===== config.mk =====
export PLATFORM = sky130hd
export DESIGN_NAME = bbox_sweep_scheduler_flat
export DESIGN_NICKNAME = d
export VERILOG_FILES = /design/src/rtl/bbox_sweep_scheduler_if.sv /design/src/rtl/bbox_sweep_scheduler.sv /design/src/flat_wrapper.sv
export SDC_FILE = /design/constraint.sdc
export NUM_CORES = 1
export LEC_CHECK = 0
export CAP_MARGIN = 0
export CORE_AREA = 4 4 322 324
export DETAILED_ROUTE_END_ITERATION = 10
export DIE_AREA = 0 0 326 328
export HOLD_SLACK_MARGIN = 0.02
export PLACE_DENSITY = 0.33
export SETUP_SLACK_MARGIN = 0.02
export SYNTH_ARGS = -nofsm -noshare
export SYNTH_HDL_FRONTEND = slang
export SYNTH_SLANG_ARGS = --single-unit

===== constraint.sdc =====
create_clock -name sysclk -period 6.3 [get_ports sysclk]
set_clock_uncertainty 0.05 [all_clocks]
set_input_delay 1.26 -clock sysclk [delete_from_list [all_inputs] [get_ports sysclk]]
set_output_delay 1.26 -clock sysclk [all_outputs]
set_load 0.01 [all_outputs]

===== src/rtl/bbox_sweep_scheduler_if.sv =====
// Shared fixed-point geometry types and the scheduler's bundled ports: ray in,
// box RAM read, intersect unit request/response, and closest-hit result.
package bbox_sweep_pkg;
  typedef logic signed [27:0] scalar_t;
  localparam scalar_t INFINITY_28 = 28'sh7ffffff;

  typedef struct packed {
    scalar_t x;
    scalar_t y;
    scalar_t z;
  } vec3_t;

  typedef struct packed {
    scalar_t x;
    scalar_t y;
  } vec2_t;

  typedef struct packed {
    vec3_t lo;
    vec3_t hi;
  } bbox_t;

  typedef enum logic [1:0] {IDLE, ISSUE, DRAIN, DONE} state_e;
endpackage

interface bbox_sweep_if #(parameter int MAX_BOXES = 16);
  import bbox_sweep_pkg::*;
  localparam int AW = $clog2(MAX_BOXES);
  localparam int CW = $clog2(MAX_BOXES + 1);

  // Handshakes: a transfer happens on a rising edge where valid && ready; the
  // sender holds its payload stable while valid is high and ready is low.
  logic          ray_valid;
  logic          ray_ready;
  vec3_t         ray_orig_in;
  vec3_t         inv_ray_dir_in;
  logic [CW-1:0] num_boxes_in;

  logic          box_rd_en;
  logic [AW-1:0] box_rd_addr;
  bbox_t         box_rd_data;

  vec3_t         isect_ray_orig;
  vec3_t         isect_inv_dir;
  bbox_t         isect_box;
  vec2_t         isect_prev_range;
  logic          isect_hit;
  vec2_t         isect_range;

  logic          res_valid;
  logic          res_ready;
  logic          res_hit;
  logic [AW-1:0] res_box_idx;
  scalar_t       res_t_near;
  logic          busy;

  modport master (
    input  ray_valid, ray_orig_in, inv_ray_dir_in, num_boxes_in,
    input  box_rd_data, isect_hit, isect_range, res_ready,
    output ray_ready, box_rd_en, box_rd_addr,
    output isect_ray_orig, isect_inv_dir, isect_box, isect_prev_range,
    output res_valid, res_hit, res_box_idx, res_t_near, busy
  );

  modport slave (
    output ray_valid, ray_orig_in, inv_ray_dir_in, num_boxes_in,
    output box_rd_data, isect_hit, isect_range, res_ready,
    input  ray_ready, box_rd_en, box_rd_addr,
    input  isect_ray_orig, isect_inv_dir, isect_box, isect_prev_range,
    input  res_valid, res_hit, res_box_idx, res_t_near, busy
  );
endinterface


===== src/rtl/bbox_sweep_scheduler.sv =====
// Sweeps one ray across N boxes, issuing one intersect test per cycle, and
// keeps the closest hit using a tag pipe aligned to the intersect results.
module bbox_sweep_scheduler
  import bbox_sweep_pkg::*;
#(
  parameter int MAX_BOXES  = 16,
  parameter int ISECT_LAT  = 2,
  parameter int BOX_RD_LAT = 1
) (
  input  logic         sysclk,
  input  logic         rst,
  bbox_sweep_if.master bus,
  output state_e       dbg_state
);
  localparam int AW        = $clog2(MAX_BOXES);
  localparam int CW        = $clog2(MAX_BOXES + 1);
  localparam int TAG_DEPTH = BOX_RD_LAT + ISECT_LAT;

  state_e                state_q, state_d;
  logic [AW-1:0]         idx_q, idx_d;
  logic [CW-1:0]         n_q, n_d;
  scalar_t               best_t_q, best_t_d;
  logic                  best_hit_q, best_hit_d;
  logic [AW-1:0]         best_idx_q, best_idx_d;
  logic [TAG_DEPTH-1:0]  tag_vld_q, tag_vld_d;
  logic [AW-1:0]         tag_idx_q [TAG_DEPTH];
  logic [AW-1:0]         tag_idx_d [TAG_DEPTH];
  vec3_t                 orig_q, orig_d;
  vec3_t                 inv_dir_q, inv_dir_d;
  bbox_t                 box_q, box_d;
  scalar_t               prev_y_q, prev_y_d;
  logic                  issue;
  scalar_t               t_near;

  always_comb begin
    state_d    = state_q;
    idx_d      = idx_q;
    n_d        = n_q;
    best_t_d   = best_t_q;
    best_hit_d = best_hit_q;
    best_idx_d = best_idx_q;
    orig_d     = orig_q;
    inv_dir_d  = inv_dir_q;
    box_d      = bus.box_rd_data;
    prev_y_d   = best_t_q;
    issue      = (state_q == ISSUE);
    tag_vld_d  = '0;
    tag_vld_d[0] = issue;
    tag_idx_d[0] = idx_q;
    for (int i = 1; i < TAG_DEPTH; i++) begin
      tag_vld_d[i] = tag_vld_q[i-1];
      tag_idx_d[i] = tag_idx_q[i-1];
    end

    // A negative entry distance means the origin sits inside the box.
    t_near = (bus.isect_range.x < 0) ? '0 : bus.isect_range.x;
    if (tag_vld_q[TAG_DEPTH-1] && bus.isect_hit && (t_near < best_t_q)) begin
      best_t_d   = t_near;
      best_idx_d = tag_idx_q[TAG_DEPTH-1];
      best_hit_d = 1'b1;
    end

    case (state_q)
      IDLE: begin
        if (bus.ray_valid) begin
          orig_d     = bus.ray_orig_in;
          inv_dir_d  = bus.inv_ray_dir_in;
          n_d        = bus.num_boxes_in;
          idx_d      = '0;
          best_t_d   = INFINITY_28;
          best_hit_d = 1'b0;
          best_idx_d = '0;
          state_d    = (bus.num_boxes_in == '0) ? DONE : ISSUE;
        end
      end
      ISSUE: begin
        idx_d = idx_q + 1'b1;
        if (CW'(idx_q) == n_q - 1'b1) state_d = DRAIN;
      end
      // Leave as the final tail entry retires so the last update lands in DONE.
      DRAIN: if (tag_vld_d == '0) state_d = DONE;
      DONE:  if (bus.res_ready) state_d = IDLE;
      default: state_d = IDLE;
    endcase
  end

  always_ff @(posedge sysclk) begin
    if (rst) begin
      state_q    <= IDLE;
      idx_q      <= '0;
      n_q        <= '0;
      best_t_q   <= INFINITY_28;
      best_hit_q <= 1'b0;
      best_idx_q <= '0;
      tag_vld_q  <= '0;
    end else begin
      state_q    <= state_d;
      idx_q      <= idx_d;
      n_q        <= n_d;
      best_t_q   <= best_t_d;
      best_hit_q <= best_hit_d;
      best_idx_q <= best_idx_d;
      tag_vld_q  <= tag_vld_d;
    end
  end

  // Pure datapath; every consumer is qualified by state or a tag valid bit.
  always_ff @(posedge sysclk) begin
    orig_q    <= orig_d;
    inv_dir_q <= inv_dir_d;
    box_q     <= box_d;
    prev_y_q  <= prev_y_d;
    for (int i = 0; i < TAG_DEPTH; i++) tag_idx_q[i] <= tag_idx_d[i];
  end

  assign bus.ray_ready        = (state_q == IDLE);
  assign bus.box_rd_en        = issue;
  assign bus.box_rd_addr      = idx_q;
  assign bus.isect_ray_orig   = orig_q;
  assign bus.isect_inv_dir    = inv_dir_q;
  assign bus.isect_box        = box_q;
  assign bus.isect_prev_range = vec2_t'{x: '0, y: prev_y_q};
  assign bus.res_valid        = (state_q == DONE);
  assign bus.res_hit          = best_hit_q;
  assign bus.res_box_idx      = best_idx_q;
  assign bus.res_t_near       = best_t_q;
  assign bus.busy             = (state_q != IDLE);
  assign dbg_state            = state_q;
endmodule


===== src/flat_wrapper.sv =====
// flat-port wrapper written by rule: the top's interface ports become plain ports
module bbox_sweep_scheduler_flat import bbox_sweep_pkg::*;
#(
  parameter int MAX_BOXES  = 16,
  parameter int ISECT_LAT  = 2,
  parameter int BOX_RD_LAT = 1
)
  (sysclk, rst, dbg_state, bus_ray_valid, bus_ray_orig_in, bus_inv_ray_dir_in, bus_num_boxes_in, bus_box_rd_data, bus_isect_hit, bus_isect_range, bus_res_ready, bus_ray_ready, bus_box_rd_en, bus_box_rd_addr, bus_isect_ray_orig, bus_isect_inv_dir, bus_isect_box, bus_isect_prev_range, bus_res_valid, bus_res_hit, bus_res_box_idx, bus_res_t_near, bus_busy);
  bbox_sweep_if #(.MAX_BOXES(MAX_BOXES)) bus_i ();
  input  logic sysclk;
  input  logic rst;
  output state_e dbg_state;
  input wire logic [$bits(bus_i.ray_valid)-1:0] bus_ray_valid;
  input wire logic [$bits(bus_i.ray_orig_in)-1:0] bus_ray_orig_in;
  input wire logic [$bits(bus_i.inv_ray_dir_in)-1:0] bus_inv_ray_dir_in;
  input wire logic [$bits(bus_i.num_boxes_in)-1:0] bus_num_boxes_in;
  input wire logic [$bits(bus_i.box_rd_data)-1:0] bus_box_rd_data;
  input wire logic [$bits(bus_i.isect_hit)-1:0] bus_isect_hit;
  input wire logic [$bits(bus_i.isect_range)-1:0] bus_isect_range;
  input wire logic [$bits(bus_i.res_ready)-1:0] bus_res_ready;
  output wire logic [$bits(bus_i.ray_ready)-1:0] bus_ray_ready;
  output wire logic [$bits(bus_i.box_rd_en)-1:0] bus_box_rd_en;
  output wire logic [$bits(bus_i.box_rd_addr)-1:0] bus_box_rd_addr;
  output wire logic [$bits(bus_i.isect_ray_orig)-1:0] bus_isect_ray_orig;
  output wire logic [$bits(bus_i.isect_inv_dir)-1:0] bus_isect_inv_dir;
  output wire logic [$bits(bus_i.isect_box)-1:0] bus_isect_box;
  output wire logic [$bits(bus_i.isect_prev_range)-1:0] bus_isect_prev_range;
  output wire logic [$bits(bus_i.res_valid)-1:0] bus_res_valid;
  output wire logic [$bits(bus_i.res_hit)-1:0] bus_res_hit;
  output wire logic [$bits(bus_i.res_box_idx)-1:0] bus_res_box_idx;
  output wire logic [$bits(bus_i.res_t_near)-1:0] bus_res_t_near;
  output wire logic [$bits(bus_i.busy)-1:0] bus_busy;
  assign bus_i.ray_valid = bus_ray_valid;
  assign bus_i.ray_orig_in = bus_ray_orig_in;
  assign bus_i.inv_ray_dir_in = bus_inv_ray_dir_in;
  assign bus_i.num_boxes_in = bus_num_boxes_in;
  assign bus_i.box_rd_data = bus_box_rd_data;
  assign bus_i.isect_hit = bus_isect_hit;
  assign bus_i.isect_range = bus_isect_range;
  assign bus_i.res_ready = bus_res_ready;
  assign bus_ray_ready = bus_i.ray_ready;
  assign bus_box_rd_en = bus_i.box_rd_en;
  assign bus_box_rd_addr = bus_i.box_rd_addr;
  assign bus_isect_ray_orig = bus_i.isect_ray_orig;
  assign bus_isect_inv_dir = bus_i.isect_inv_dir;
  assign bus_isect_box = bus_i.isect_box;
  assign bus_isect_prev_range = bus_i.isect_prev_range;
  assign bus_res_valid = bus_i.res_valid;
  assign bus_res_hit = bus_i.res_hit;
  assign bus_res_box_idx = bus_i.res_box_idx;
  assign bus_res_t_near = bus_i.res_t_near;
  assign bus_busy = bus_i.busy;
  bbox_sweep_scheduler #(.MAX_BOXES(MAX_BOXES), .ISECT_LAT(ISECT_LAT), .BOX_RD_LAT(BOX_RD_LAT)) u_core (.sysclk(sysclk), .rst(rst), .bus(bus_i), .dbg_state(dbg_state));
endmodule

# After elaboration in Yosys (flattened, before gate mapping)
# Memory sizes are Yosys's and may differ from the RTL's.
# Index checks and enable logic that the tools add are counted.
[op_classes]
n_addsub = 2
magnitude_cmp = 2
eq_ne = 8
mux = 18
reduce_logical = 10
[op_table]
columns = ["op", "count"]
rows = [
  ["28-bit two-way mux", 4],
  ["28-bit by 1-bit < comparator with 1-bit output, second input constant", 1],
  ["28-bit < comparator", 1],
  ["4-bit two-way mux", 4],
  ["2-bit two-way mux", 5],
  ["2-bit case mux with 4 select lines", 1],
  ["4-bit case mux with 2 select lines", 1],
  ["4-bit by 5-bit equality test with 1-bit output", 1],
  ["5-bit logical NOT", 1],
  ["5-bit by 1-bit subtractor with 5-bit output, second input constant", 1],
  ["4-bit by 1-bit adder with 4-bit output, second input constant", 1],
  ["2-bit equality test, second input constant", 2],
  ["2-bit by 1-bit inequality test with 1-bit output, second input constant", 2],
  ["2-bit inequality test, second input constant", 2],
  ["2-bit AND reduction", 2],
  ["4-bit AND reduction", 1],
  ["2-bit nonzero test", 2],
  ["3-bit logical NOT", 1],
  ["1-bit two-way mux", 3],
  ["2-bit by 1-bit equality test with 1-bit output, second input constant", 1],
  ["1-bit logical AND", 2],
  ["2-bit logical NOT", 1],
]
[word_totals]
ramBits = 12
n_memories = 1
regBits = 411
out_inout_bits = 435
inputBits = 402
[memory_table]
columns = ["memory", "depth", "width", "rd", "rd_ports_with_merged_regs", "write_ports", "line_no", "rtl"]
rows = [
  ["u_core.tag_idx_q", 3, 4, 3, 0, 3, "bbox_sweep_scheduler.sv:26", "logic [AW-1:0] tag_idx_q [TAG_DEPTH];"],
]

# Longest topological paths before layout
# Gate-level depths: netlist of run 1.
[depth]
ltp_word = 7
ltp_mapped = 11

# Least setup slack after synthesis of run 1
# Ideal clock, no wire load.
[synth_path]
path_type = "input to register"
startpoint = "in bus_ray_valid"
endpoint = "reg u_core.best_t_q[10], in the netlist u_core.bus.res_t_near[10]"
slack_ps = -310
t_required_ps = 6113
setup_ps = 137
t_arrival_ps = 6423
n_path_buf = 1
cell_stages = 5
cell_sequence = "nand2_1 clkinv_1 nor2_2 clkbuf_1 nand3_1"
[synth_via]
elab_chain_len = 2
[synth_rtl]
columns = ["item", "line_no", "rtl"]
rows = [
  ["from (decl)", "flat_wrapper.sv:13", "input wire logic [$bits(bus_i.ray_valid)-1:0] bus_ray_valid;"],
  ["28-bit two-way mux", "bbox_sweep_scheduler.sv:65", "if (bus.ray_valid) begin"],
  ["28-bit two-way mux", "bbox_sweep_scheduler.sv:63", "case (state_q)"],
  ["to (signal assigned)", "bbox_sweep_scheduler.sv:100", "best_t_q <= best_t_d;"],
  ["to (decl)", "bbox_sweep_scheduler.sv:22", "scalar_t best_t_q, best_t_d;"],
]
# No other way between the ends.
# A chain may end at the register's enable or synchronous reset.

# Final worst setup path of run 1
[layout_path]
startpoint = "in bus_isect_range[55]"
endpoint = "reg u_core.best_t_q[18], in the netlist u_core.bus.res_t_near[18]"
[layout_via]
elab_chain_len = 7
[layout_rtl]
columns = ["item", "line_no", "rtl"]
rows = [
  ["from (decl)", "flat_wrapper.sv:19", "input wire logic [$bits(bus_i.isect_range)-1:0] bus_isect_range;"],
  ["28-bit by 1-bit < comparator with 1-bit output", "bbox_sweep_scheduler.sv:56", "t_near = (bus.isect_range.x < 0) ? '0 : bus.isect_range.x;"],
  ["28-bit two-way mux (*)", "bbox_sweep_scheduler.sv:56", ""],
  ["28-bit < comparator", "bbox_sweep_scheduler.sv:57", "if (tag_vld_q[TAG_DEPTH-1] && bus.isect_hit && (t_near < best_t_q)) begin"],
  ["1-bit logical AND", "bbox_sweep_scheduler.sv:57", ""],
  ["28-bit two-way mux (*)", "bbox_sweep_scheduler.sv:57", ""],
  ["28-bit two-way mux", "bbox_sweep_scheduler.sv:65", ""],
  ["28-bit two-way mux (*)", "bbox_sweep_scheduler.sv:63", ""],
]
# Every way passes the cells marked *; elsewhere a longest branch is shown, timed or not.

==> impl_metrics.ini, run 1 <==
[status]
status = finished clean

[timing]
fin_setup_tns_ps = 0
worst_pin_slew_ps = 860.0
setup_violations = 0
relSlewSlack = 0.4249
max_freq_mhz = 239.7
period_minus_slack_ps = 4172
post-route-period-util = 0.6622
rsz0062_at_grt = false
drv_slew = 0
finalHoldViolations = 0

[layout]
layout.nets = 2023
syn_to_final_growth_pct = 90.35
drive_gt1_frac = 0.06116
fillers = 10680
layout.cells.non_filler = 3009

[detailed_routing]
vias = 9167
ant_nets = 0
drtIter0Drc = 361
wirelength_um = 57140
remaining_drc_errors = 0
dr.pass1.iters = 4
wl_per_cell_um = 18.99
via_per_inst = 3.047

[clock_tree]
cts_resized = 0
holdBufCountCts = 0
clk_latency_ps = 610
clockBufferDepth = 3
numCtsBuffers = 54
htreeDepth = 2
clock-sinks = 423
postCtsSetupBuffers = 0
path_clk_slew_ps = 60
tritoncts = built
cts-root-buf = clkbuf_16

[power]
p_per_area_nw_per_um2 = 331.8
leakagePower_nw = 8.732
p_sw_frac = 0.2613
power.internal_mw = 5.750
pwr-share-comb = 0.181
irDropWorstVdd_mv = 0.1975
seqPwrFrac = 0.428
switchingPower_mw = 2.034
clkPwrFrac = 0.391

[grt]
antenna_found_initial = 11
grt_pass1_wl_um = 77220
grt_overflow = 0
grt_pass1_vias = 9519
grt_max_degree = 96
grt_use_total = 0.1018

[yosys]
synth_area_um2 = 12330
synth_flop_cell = dfxtp_1
synth.largest_area_cell = dfxtp_1
synthArstFlopShare = 0
syn_area_per_cell_um2 = 16.03
synth.distinct_cells = 48
netlist.area_leader.share = 0.4141
synthTopCellsByCount = dfxtp_1 (255), edfxtp_1 (168), nand3_1 (53)
synth_most_common_cell = dfxtp_1
yosys_register_bits = 423
ys_warn_count = 0
ys_seq_area_frac = 0.8234
synth_edf_count = 168
synth_area_leaders = dfxtp_1 (41%), edfxtp_1 (41%), ha_1 (3.2%)
postSynthCellCount = 769

[die]
start_util = 0.1219
fp-row-count = 117
die_h_um = 328
core_area_um2 = 101200
ioPinCount = 837
fp.dieW_um = 326
dieArea_um2 = 106900

[placement]
dp.cells = 2901
placement.io_buffers = 780
post-dp-hpwl_um = 45710
gp_congestion = 0.7435

[worst_setup_path]
arrival_ps = 4660
startpoint_type = primary input
worst_setup_path_end_kind = flip-flop
criticalPathCategory = in2reg
worst_ep_required_time_ps = 6790
cp_max_fo = 21

[job]
maxCapViolations = 0

[hold_path]
hold_class = reg2reg
[worst max-delay path: stages]
cell             delay, ps
clkdlybuf4s50_1       1030
nor2b_1                160
ha_1                   380
nand4b_4               140
nor4_2                 340
nand2_1                180
a21oi_2                560
buf_4                  360
o21ai_0                120
nand3_1                110
[path summary, 6_finish.rpt]
kind / from / endpoint / slack [ps] / cells past startpoint
worst max-delay path: bus_isect_range[55] / u_core.bus.res_t_near[18] / 2130 / 10
worst min-delay path: u_core.tag_idx_q[0][3] / u_core.tag_idx_q[0][7] / 280 / 0
worst max register to register: u_core.dbg_state[1] / u_core.bus.isect_inv_dir[9] / 3490 / 5
worst min register to register: u_core.tag_idx_q[0][3] / u_core.tag_idx_q[0][7] / 280 / 0
[power groups by stage]
stage | registers (mW) | logic (mW) | clock network [mW]
after floorplan | 3.54 | 0.303 | 0
after detailed placement | 3.39 | 1.45 | 0
final | 3.33 | 1.41 | 3.04
after global placement | 3.39 | 1.46 | 0
after CTS | 3.34 | 1.45 | 3.19
after global routing | 3.36 | 1.51 | 3.29
[cell usage in the layout (no fill, tap or decap), drive strengths merged, types with 3 or more instances in the layout]
master and count:
xnor2 4, clkbuf 85, conb 28, buf 7
clkdlybuf4s50 780, nand2b 4, nor2 11, nand3 53
dfxtp 255, diode 6, o21ai 39, o211ai 7
edfxtp 168, nand2 27, nand4 3, clkinvlp 4
inv 36, ha 32, a21oi 20, clkinv 11
nor2b 29
[registers in the layout, indices dropped and copies added, names as in the netlist]
signal                     flops
u_core.bus.res_hit             1
u_core.prev_y_q               28
u_core.bus.isect_inv_dir      84
u_core.bus.box_rd_addr         4
u_core.bus.res_t_near         28
u_core.n_q                     5
u_core.bus.res_box_idx         4
u_core.bus.isect_ray_orig     84
u_core.dbg_state               2
u_core.tag_idx_q              12
u_core.bus.isect_box         168
u_core.tag_vld_q               3
[metrics by stage]
stage                 util  power [mW]  instance area, um^2  setup slack, ps  hold WS (ps)
finish              0.2320       7.784                23460             2128         275.6
global route        0.2319       8.161                23460             1808         281.9
CTS                 0.2318       7.982                23450             2118         276.1
detailed placement  0.2143       4.840                21680             1437         263.2
global placement    0.2143       4.853                21680             1465         259.7
floorplan                -       3.846                12430             1886         259.6
[logic make-up after synthesis]
family | synth area share
adder cells (fa/ha/maj) | 0.03248
AND/OR/NAND/NOR | 0.06212
flip-flops | 0.8234
XOR/XNOR | 0.002842
other | 0.0003042
AO/OA/AOI/OAI | 0.03887
multiplexers | 0.001624
buffers and inverters | 0.03837
[metal layers]
metal / up-vias / share of wire / global-route usage
met5: - / 0.00051 / 0
met4: 6 / 0.028 / 0.03733
met3: 90 / 0.11 / 0.04737
met2: 457 / 0.51 / 0.1810
met1: 4304 / 0.36 / 0.1047
li1: 4310 / - / -
[area by class of cell]
cell class,count,area [um^2],share of cell area
timing repair buffer,787,7873,0.3355
tap,1368,1712,0.07295
antenna,6,15.01,0.0006399
clock buffer,85,1609,0.06858
clock inverter,17,157.7,0.006719
multi-input combinational,288,1809,0.07711
inverter,35,138.9,0.005919
sequential,423,10150,0.4326
(Power assumes the default switching activity.)
==> run 2: changes to the inputs <==
==> constraint.sdc (replaced) <==
create_clock -name sysclk -period 3.6 [get_ports sysclk]
set_clock_uncertainty 0.05 [all_clocks]
set_input_delay 0.72 -clock sysclk [delete_from_list [all_inputs] [get_ports sysclk]]
set_output_delay 0.72 -clock sysclk [all_outputs]
set_load 0.01 [all_outputs]
==> impl_metrics.ini, run 2 (synthesis gave the netlist of run 1 again) <==
[worst_setup_path]
worstReg2RegStart = u_core.dbg_state[1]
criticalPathCategory = reg2out
timing.rr.end = u_core.bus.isect_inv_dir[59]
startpoint_type = flip-flop
arrival_ps = 2060
worst_setup_path_end_kind = output port
worst_ep_required_time_ps = 2830
regToRegSetupSlack_ps = 1230
cp_max_fo = 8
r2r.worst_path.cells = 5

[timing]
drv_slew = 0
layout_setup_ws_ps = 766.4
rsz0062_at_grt = false
max_freq_mhz = 352.9
period_minus_slack_ps = 2834
post-route-period-util = 0.7871
setup_violations = 0
finalHoldViolations = 0
fin_setup_tns_ps = 0

[hold_path]
hold_end = u_core.tag_idx_q[0][4]
whs_path_depth = 0
min-delay-start = u_core.tag_idx_q[0][0]
hold_class = reg2reg

[grt]
grt_pass1_vias = 9880
grt_overflow = 0
grt_use_total = 0.1066
grt_pass1_wl_um = 80650
antenna_found_initial = 17
grt_max_degree = 59

[clock_tree]
htreeDepth = 2
clk_latency_ps = 600
tritoncts = built
cts-root-buf = clkbuf_16
clock-sinks = 423
holdBufCountCts = 0
numCtsBuffers = 54
path_clk_slew_ps = 60
postCtsSetupBuffers = 0
cts_resized = 0
clockBufferDepth = 3

[die]
start_util = 0.1219
fp.dieW_um = 326
core_area_um2 = 101200
fp-row-count = 117
ioPinCount = 837
die_h_um = 328
dieArea_um2 = 106900

[detailed_routing]
ant_nets = 0
wirelength_um = 59520
remaining_drc_errors = 0
via_per_inst = 3.050
vias = 9210
drtIter0Drc = 405
wl_per_cell_um = 19.71
dr.pass1.iters = 4

[power]
p_per_area_nw_per_um2 = 590.8
leakagePower_nw = 8.844
p_total_mw = 13.98
irDropWorstVdd_mv = 0.3171

[placement]
post-place-ws_ps = 204.7
post-dp-hpwl_um = 48340
placed_cell_area_um2 = 21770
placement.io_buffers = 780
gp_congestion = 0.7688

[layout]
final_common_cell = clkdlybuf4s50_1
largest_register_ffs = 168
layout.nets = 2033
drive_gt1_frac = 0.06934
final_cell_mix = clkdlybuf4s50_1 (780), dfxtp_1 (255), edfxtp_1 (168), clkbuf_16 (55), nand3_1 (53)
fin_area_um2 = 23670
syn_to_final_growth_pct = 91.99

[job]
maxCapViolations = 0

[status]
status = finished clean
==> run 2: changes by cell type in the layout (fill, tap and decap cells not counted), sizes merged <==
cell,previous run,this run
inv,36,35
clkbuf,85,81
diode,6,8
clkinv,11,10
bufinv,1,6
buf,7,17
==> run 2: worst max-delay path by stage <==
stage                         from  slack [ps]                        end  depth (start not counted)
6_report       u_core.dbg_state[1]         770                   bus_busy                          4
4_1_cts        u_core.dbg_state[1]         670                   bus_busy                          4
5_1_grt        u_core.dbg_state[1]         620                   bus_busy                          4
3_3_place_gp   bus_isect_range[55]         210  u_core.bus.res_t_near[11]                         11
3_5_place_dp   bus_isect_range[55]         200  u_core.bus.res_t_near[12]                         11
2_1_floorplan  u_core.dbg_state[0]         620  u_core.bus.res_t_near[10]                          7
==> run 2: metrics by stage <==
stage | std cells | utilization | hold slack [ps]
5_1_grt | 3015 | 0.2338 | 281.9
4_1_cts | 3012 | 0.2338 | 276.5
6_report | 3020 | 0.2340 | 275.2
3_3_place_gp | 2911 | 0.2152 | 261.7
3_5_place_dp | 2911 | 0.2152 | 262.1
2_1_floorplan | 796 | - | 259.6
==> run 2: report_power, final <==
group | internal (mW) | switching (mW)
Combinational | 1.29 | 1.22
Sequential | 5.65 | 0.178
Clock | 3.48 | 2.17
==> run 2: metal layers <==
| layer | vias to the layer above | global-route usage | part of all wire |
|---|---|---|---|
| li1 | 4322 | - | - |
| met1 | 4313 | 0.1116 | 0.36 |
| met2 | 463 | 0.1887 | 0.51 |
| met3 | 94 | 0.04973 | 0.11 |
| met4 | 18 | 0.03531 | 0.025 |
| met5 | - | 0 | 0.0017 |
==> run 2: worst max-delay path: stages (launching register included) <==
cell and delay, ps:
dfxtp_1 400, inv_1 110, ha_1 320, inv_1 100
clkdlybuf4s50_1 540
==> run 2: layout make-up <==
type                       instances  area (um^2)
timing repair buffer             797         7960
tap                             1368         1712
sequential                       423        10150
clock buffer                      81         1594
inverter                          35        138.9
antenna                            8        20.02
clock inverter                    20        282.8
fill                           10650        77490
multi-input combinational        288         1809
==> run 3: changes to the inputs <==
==> constraint.sdc (replaced) <==
create_clock -name sysclk -period 2.55 [get_ports sysclk]
set_clock_uncertainty 0.05 [all_clocks]
set_input_delay 0.51 -clock sysclk [delete_from_list [all_inputs] [get_ports sysclk]]
set_output_delay 0.51 -clock sysclk [all_outputs]
set_load 0.01 [all_outputs]
==> impl_metrics.ini, run 3 (synthesis gave the netlist of run 1 again) <==
[clock_tree]
cts-root-buf = clkbuf_16
holdBufCountCts = 0
clk_latency_ps = 630
path_clk_slew_ps = 60
numCtsBuffers = 54
tritoncts = built
clock-sinks = 423
clockBufferDepth = 3
postCtsSetupBuffers = 0
htreeDepth = 2

[timing]
finalHoldViolations = 0
max_freq_mhz = 408.4
post-route-period-util = 0.9601
fin_setup_tns_ps = 0
relSlewSlack = 0.6533
worst_pin_slew_ps = 518.7
drv_slew = 0
period_minus_slack_ps = 2448
rsz0062_at_grt = false
setup_violations = 0
hold_slack_ps = 265.6

[worst_setup_path]
crit_chain = clkdlybuf4s50_1 > buf_4 > buf_4 > nor2b_1 > ha_1 > o21ai_0 > o22ai_1 > a31oi_1 > a21o_1 > buf_12 > nand2_2 > o21ai_0
cp_max_fo = 11
max_stage_delay_ps = 470
arrival_ps = 2930
criticalPathCategory = in2reg
worst_setup_path_end_kind = flip-flop
worst_ep_required_time_ps = 3030
worst_path_max_delay_cell = clkdlybuf4s50_1
startpoint_type = primary input

[detailed_routing]
top_layer_used = met5
via_per_inst = 3.076
dr.pass1.iters = 4
ant_nets = 0
wirelength_um = 60060
met1_length_um = 21590
drtIter0Drc = 395
remaining_drc_errors = 0
wl_per_cell_um = 19.64
wl_met2_um = 30880
wl_met3_um = 6163
vias = 9405

[grt]
grt_overflow = 0
grt_max_degree = 60
grt_pass1_vias = 10030
grt_pass1_wl_um = 80880
antenna_found_initial = 11
grt_use_total = 0.1068

[hold_path]
hold_class = in2reg

[status]
status = finished clean

[layout]
drive_gt1_frac = 0.1002
syn_to_final_growth_pct = 94.89
final_cell_mix = clkdlybuf4s50_1 (778), dfxtp_1 (252), edfxtp_1 (168), clkbuf_16 (55), nand3_1 (53)
largest_register_ffs = 168
layout.nets = 2077
final_common_cell = clkdlybuf4s50_1
fillers = 10660

[placement]
placement.io_buffers = 780
post-dp-hpwl_um = 48470
gp_congestion = 0.7781

[die]
ioPinCount = 837
core_area_um2 = 101200
fp-row-count = 117
fp.dieW_um = 326
start_util = 0.1219
die_h_um = 328
dieArea_um2 = 106900

[job]
maxCapViolations = 0

[power]
leakagePower_nw = 9.068
irDropWorstVdd_mv = 0.5235
p_per_area_nw_per_um2 = 814.9
run 3: changes by cell type in the layout (fill, tap and decap cells not counted), sizes merged:
cell	before	now
clkdlybuf4s50	780	778
diode	8	4
bufinv	6	2
dlygate4sd2	0	2
clkinv	10	21
clkbuf	81	72
buf	17	61
run 3: what timing repair did:
action,4_1_cts,5_1_grt
gates resized for setup,11,11
pin swaps,0,1
setup endpoints to repair,4,28
run 3: stage by stage:
stage          area, um^2  utilization  instances  power, mW  setup slack (ps)
3_3_place_gp        22190       0.2194       2955      12.25            -592.0
4_1_cts             23980       0.2371       3054      20.08             54.27
5_1_grt             24020       0.2375       3057      20.52             20.50
3_5_place_dp        22190       0.2194       2955      12.25            -595.2
2_1_floorplan       12450            -        796      9.453             21.32
6_report            24020       0.2375       3058      19.58             101.7
run 3: path summary, 6_finish.rpt:
path,from,end,slack [ps],depth (start not counted)
min reg2reg,u_core.tag_idx_q[0][6],u_core.tag_idx_q[0][10],270,0
max,bus_isect_range[55],u_core.bus.res_box_idx[1],100,12
max reg2reg,u_core.dbg_state[0],u_core.bus.res_box_idx[1],260,8
min,bus_box_rd_data[30],u_core.bus.isect_box[30],270,1
run 3: power breakdown:
part	internal [mW]	switching, mW	total, mW
Clock	4.39	3.15	7.54
Sequential	7.98	0.263	8.24
Combinational	1.99	1.80	3.79
run 3: layout make-up:
class,instances,area [um^2],share of cell area
Sequential cell,423,10160,0.4227
Timing Repair Buffer,841,8371,0.3484
Multi-Input combinational cell,288,1859,0.07739
Tap cell,1368,1712,0.07125
Clock buffer,72,1520,0.06328
Clock inverter,27,239.0,0.009947
Inverter,35,157.7,0.006562
Antenna cell,4,10.01,0.0004166
run 3: worst max-delay path, delay by kind of cell:
| kind | cells | cell delay, ps |
|---|---|---|
| AOI/OAI and AO/OA | 5 | 930 |
| adders and majority gates | 1 | 260 |
| buffers and inverters | 4 | 950 |
| and+or+nand+nor | 2 | 260 |
run 3: per-layer routing:
metal,vias up,global-route usage
met2,480,0.1936
met3,82,0.04979
met4,4,0.03251
li1,4396,-
met1,4443,0.1094
met5,-,0
